**src/rtl/led_pkg.sv**
```systemverilog
// led_pkg: mode/direction encodings, reset pattern and the one-step LED rule
// shared by led_pingpong.
package led_pkg;

    typedef enum logic {MODE_ROT_R = 1'b0, MODE_BOUNCE = 1'b1} mode_e;
    typedef enum logic {DIR_L = 1'b0, DIR_R = 1'b1} dir_e;

    localparam logic [7:0] LED_INIT = 8'h01;

    typedef struct packed {
        logic [7:0] led;
        dir_e       dir;
    } step_t;

    // Bounce reflects off either end so the lit LED never leaves the bar.
    function automatic step_t next_step(input logic [7:0] led, input dir_e dir, input mode_e mode);
        step_t s;
        s.dir = (mode == MODE_ROT_R)      ? DIR_R :
                (dir == DIR_L && led[7])  ? DIR_R :
                (dir == DIR_R && led[0])  ? DIR_L : dir;
        s.led = (mode == MODE_ROT_R)      ? {led[0], led[7:1]} :
                (dir == DIR_L && led[7])  ? 8'h40 :
                (dir == DIR_R && led[0])  ? 8'h02 :
                (dir == DIR_R)            ? led >> 1 : led << 1;
        return s;
    endfunction

endpackage

```
**src/rtl/key_debounce.sv**
```systemverilog
// key_debounce: 2-flop synchronizer, stability debouncer and single-cycle
// press pulse for one active-low push button.
module key_debounce #(
    parameter int DEB_CYC = 1_000_000
) (
    input  logic clk_50m,
    input  logic rst_n,
    input  logic key_n,
    output logic press
);

    localparam int CW = $clog2(DEB_CYC);
    localparam logic [CW-1:0] DEB_LAST = CW'(DEB_CYC - 1);

    logic          r_s1, r_s2, r_lvl, r_press;
    logic [CW-1:0] r_cnt;
    logic          w_diff, w_accept;

    assign w_diff   = r_s2 != r_lvl;
    assign w_accept = w_diff && r_cnt == DEB_LAST;

    always_ff @(posedge clk_50m or negedge rst_n) begin
        if (!rst_n) begin
            r_s1    <= 1'b1;
            r_s2    <= 1'b1;
            r_lvl   <= 1'b1;
            r_cnt   <= '0;
            r_press <= 1'b0;
        end else begin
            r_s1    <= key_n;
            r_s2    <= r_s1;
            r_cnt   <= (w_diff && !w_accept) ? r_cnt + 1'b1 : '0;
            r_lvl   <= w_accept ? r_s2 : r_lvl;
            r_press <= w_accept && !r_s2;
        end
    end

    assign press = r_press;

endmodule

```
**src/rtl/led_pingpong.sv**
```systemverilog
// led_pingpong: one-hot LED walker with rotate-right and bounce modes,
// stepped by a tick enable and controlled by debounced mode/pause keys.
module led_pingpong
    import led_pkg::*;
#(
    parameter int STEP_CYC = 12_500_000,
    parameter int DEB_CYC  = 1_000_000
) (
    input  logic       clk_50m,
    input  logic       rst_n,
    input  logic       key_mode_n,
    input  logic       key_pause_n,
    output logic [7:0] led,
    output logic       dir,
    output logic       mode,
    output logic       paused
);

    localparam int SW = $clog2(STEP_CYC);
    localparam logic [SW-1:0] STEP_LAST = SW'(STEP_CYC - 1);

    logic          w_mode_press, w_pause_press, w_tick;
    logic [SW-1:0] r_cnt;
    logic [7:0]    r_led;
    dir_e          r_dir;
    mode_e         r_mode;
    logic          r_paused;
    step_t         w_next;

    key_debounce #(.DEB_CYC(DEB_CYC)) u_key_mode (
        .clk_50m (clk_50m),
        .rst_n   (rst_n),
        .key_n   (key_mode_n),
        .press   (w_mode_press)
    );

    key_debounce #(.DEB_CYC(DEB_CYC)) u_key_pause (
        .clk_50m (clk_50m),
        .rst_n   (rst_n),
        .key_n   (key_pause_n),
        .press   (w_pause_press)
    );

    assign w_tick = !r_paused && r_cnt == STEP_LAST;
    assign w_next = next_step(r_led, r_dir, r_mode);

    // A press in a tick cycle lets the tick use the old mode; leaving bounce forces dir right.
    always_ff @(posedge clk_50m or negedge rst_n) begin
        if (!rst_n) begin
            r_cnt    <= '0;
            r_led    <= LED_INIT;
            r_dir    <= DIR_R;
            r_mode   <= MODE_ROT_R;
            r_paused <= 1'b0;
        end else begin
            r_cnt    <= (r_paused || w_tick) ? '0 : r_cnt + 1'b1;
            r_led    <= w_tick ? w_next.led : r_led;
            r_dir    <= (w_mode_press && r_mode == MODE_BOUNCE) ? DIR_R : w_tick ? w_next.dir : r_dir;
            r_mode   <= w_mode_press ? mode_e'(~r_mode) : r_mode;
            r_paused <= r_paused ^ w_pause_press;
        end
    end

    assign led    = r_led;
    assign dir    = r_dir;
    assign mode   = r_mode;
    assign paused = r_paused;

endmodule

```
**config.mk**
```make
export PLATFORM = sky130hd
export DESIGN_NAME = led_pingpong
export DESIGN_NICKNAME = d
export VERILOG_FILES = /design/src/rtl/led_pkg.sv /design/src/rtl/key_debounce.sv /design/src/rtl/led_pingpong.sv
export SDC_FILE = /design/constraint.sdc
export NUM_CORES = 1
export LEC_CHECK = 0
export ABC_AREA = 1
export CAP_MARGIN = 0
export CORE_ASPECT_RATIO = 1.2
export CORE_MARGIN = 1.5
export CORE_UTILIZATION = 40
export CTS_CLUSTER_DIAMETER = 30
export CTS_CLUSTER_SIZE = 10
export DETAILED_ROUTE_END_ITERATION = 10
export MAX_ROUTING_LAYER = met4
export PLACE_DENSITY = 0.66
export SETUP_SLACK_MARGIN = 0.2
export SYNTH_ARGS = -nofsm -noshare
export SYNTH_HDL_FRONTEND = slang
export SYNTH_SLANG_ARGS = --single-unit
```
**constraint.sdc**
```tcl
create_clock -name clk_50m -period 1.61 [get_ports clk_50m]
set_clock_uncertainty 0.1 [all_clocks]
set_input_delay 0.322 -clock clk_50m [delete_from_list [all_inputs] [get_ports clk_50m]]
set_output_delay 0.322 -clock clk_50m [all_outputs]
set_load 0.02 [all_outputs]
```
==> metrics.yaml <==
power:
  seqPwrFrac_pct: 45.5
  swShare_pct: 20.2
  cell_internal_pwr_mw: 3.73
  peakVddDrop_v: 0.000470
  share_comb_of_total_power_pct: 3.6
  powerDensity_nw_per_um2: 751
  power.net_switching_uw: 946
  leakagePower_nw: 2.72
  p_clk_share_pct: 50.9
setup_path:
  crit_family: "simple AND/OR/NAND/NOR gates"
  worst_setup_path_end_kind: "flop"
  cp_common_cell: "nor2_2"
  crit_cells: 6
  worstSetupStartpoint: "u_key_mode.r_cnt[12]$_DFF_PN0_"
  critPathMaxFanout: 7
  crit_end: "u_key_mode.r_cnt[10]$_DFF_PN0_"
  cp_cell_sequence: "nor2_1 -> nand3_1 -> nor2_2 -> nand4_4 -> nand2_4 -> nor2_2"
  path_class: "flop to flop"
  reg2reg_depth: 6
  cp_data_required_time_ns: 1.73
  rr_endpoint: "u_key_mode.r_cnt[10]$_DFF_PN0_"
  critPathLaunchType: "flop"
  reg2reg_from: "u_key_mode.r_cnt[12]$_DFF_PN0_"
  cpPeakStageDelay_ns: 0.41
  cp_num_buf_inv: 0
  ff2ff_setup_slack_ns: 0.05
  slowest_stage: "dfrtp_1"
  crit_arrival_ns: 1.69
detailed_routing:
  dr.pass1.iters: 5
  route.antenna.remaining_nets: 0
  viasPerCell: 5.09
  drc: 0
  avgRoutedWirePerCell_microns: 14.0
  vias: 4100
  drt-total-wl_microns: 11300
  drt_iter0_drc: 262
finish:
  drive_above_1_share_pct: 35.2
  insertedDiodeCount: 0
  area_delta_synth_final_pct: 38.2
  final_common_cell: "nand2_1"
  final_area_sq_um: 6220
  nNetsFinal: 675
  final_cell_mix: "nand2_1 (125), nor2_1 (86), dfrtp_1 (66)"
die:
  die_w_microns: 99.9
  io_pins: 15
  chipHeight_microns: 119
  dieArea_sq_um: 11900
  num_rows: 42
  start_util_pct: 41.0
  core_area_sq_um: 11000
synthesis:
  synthesis.nets: 595
  ys_seq_area_share_pct: 46.3
  synth_top_area_share_pct: 41.7
  synth_area_leaders: "dfrtp_1 (42%), nor2_1 (12%), nand2_1 (11%)"
  async_flop_share_pct: 100
  ys.flop_type: "dfrtp_1"
  avgSynthCellArea_sq_um: 7.66
  syn_inst: 588
  yosys_register_bits: 83
  synth_edf_count: 0
  yosysTopAreaCell: "dfrtp_1"
  synth.yosys.warnings: 0
  syn-cell-area_sq_um: 4510
  synth_cell_types: 36
place:
  hpwl_microns: 6920
  portBuffers: 14
  place_area_sq_um: 5090
  gp_congestion: 0.934
timing:
  worst_slew_pin_slew_ns: 0.450
  hold_violations: 0
  relSlewSlack_pct: 69.8
  whs_ns: 0.256
  rsz0062_at_grt: "yes"
  finalSetupViolations: 0
  drv_slew: 0
  fin_crit_sh_pct: 97.2
  max_freq_mhz: 639
  fin_crit_ns: 1.56
cts:
  root_buffer: "clkbuf_16"
  cts_tree: "built"
  clk_pin_slew_ns: 0.06
  cts_max_level: 3
  ctsLongestPathBuffers: 2
  cts_sinks: 83
  numCtsBuffers: 9
  clk_latency_ns: 0.34
grt:
  grt_antenna_before_repair: 0
  grt_pass1_vias: 3946
  grt.overflow.total: 0
  grt_use_total_pct: 19.4
  grt_pass1_wl_microns: 17900
  grt_max_degree: 26
job:
  drv_cap: 0
min_path:
  hp-class: "flop to flop"
run_status:
  outcome: "finished clean"
how the worst min path moves through the flow:
stage | from | to | depth (start not counted)
3_5_place_dp | rst_n | led[3]$_DFFE_PN0P_ | 1
4_1_cts | u_key_pause.r_s1$_DFF_PN1_ | u_key_pause.r_s2$_DFF_PN1_ | 0
2_1_floorplan | rst_n | led[1]$_DFFE_PN0P_ | 0
6_report | u_key_pause.r_s1$_DFF_PN1_ | u_key_pause.r_s2$_DFF_PN1_ | 0
3_3_place_gp | rst_n | led[3]$_DFFE_PN0P_ | 1
5_1_grt | u_key_pause.r_s1$_DFF_PN1_ | u_key_pause.r_s2$_DFF_PN1_ | 0
per-stage QoR:
step / worst slack (ns) / util (%) / TNS [ns] / power, mW / cells
3_5_place_dp: 0.0132 / 46.4 / 0 / 2.28 / 754
6_report: 0.0457 / 56.7 / 0 / 4.67 / 805
4_1_cts: 0.0643 / 52.3 / 0 / 4.70 / 790
3_3_place_gp: 0.0596 / 46.4 / 0 / 2.28 / 754
2_1_floorplan: 0.0777 / - / 0 / 2.21 / 588
5_1_grt: -0.0491 / 56.7 / -0.657 / 4.83 / 805
synth_stat cells (3+ instances only):
cell,n
ha_1,3
dfstp_2,8
o21ai_0,9
xnor2_1,12
xor2_1,18
nand3_1,34
nand4_1,12
nor3b_1,4
nand2_1,138
dfrtp_1,75
inv_1,66
nor3_1,17
o21ai_2,4
a21oi_1,8
nor2_1,143
nand2_2,9
nor2_2,3
power groups by stage:
stage               clock (mW)  sequential [mW]  combinational, mW
global route              2.51             2.13              0.192
global placement             0             2.16              0.118
CTS                       2.41             2.12              0.163
finish                    2.38             2.12              0.170
detailed placement           0             2.16              0.120
floorplan                    0             2.16             0.0464
repair_timing:
action,CTS,global route
buffers inserted,14,13
setup endpoints to repair,83,79
pin swaps,25,21
hold buffers,1,0
gates resized for setup,100,97
gates cloned,5,2
endpoints found under the hold margin,18,0
area by class of cell:
type / instances / area, sq um
Fill cell: 914 / 4760
Clock buffer: 11 / 243
Clock inverter: 5 / 100
Multi-Input combinational cell: 437 / 2750
Tap cell: 132 / 165
Timing Repair Buffer: 69 / 599
Inverter: 68 / 273
Sequential cell: 83 / 2100
per-layer routing:
layer	track usage, %	share of wire (%)
met1	23.5	43
met2	31.2	51
met3	3.64	3.7
met4	8.71	2.9
met5	-	0
registers in the layout (all words and copies together) (netlist names), 8 cells and up:
signal and flops:
u_key_mode.r_cnt 20, r_cnt 24, u_key_pause.r_cnt 20, led 8
logic make-up (layout without fill, tap and decap cells):
kind of cell             count (synthesis)  count (layout)  share of synthesized area [%]
AND/OR/NAND/NOR                        370             375                           36.1
XOR/XNOR                                30              30                           5.83
flip-flops                              83              83                           46.3
adder cells (fa/ha/maj)                  3               3                          0.833
buffers and inverters                   73             153                           6.97
AO/OA/AOI/OAI                           29              29                           3.92
(Power assumes the default switching activity.)
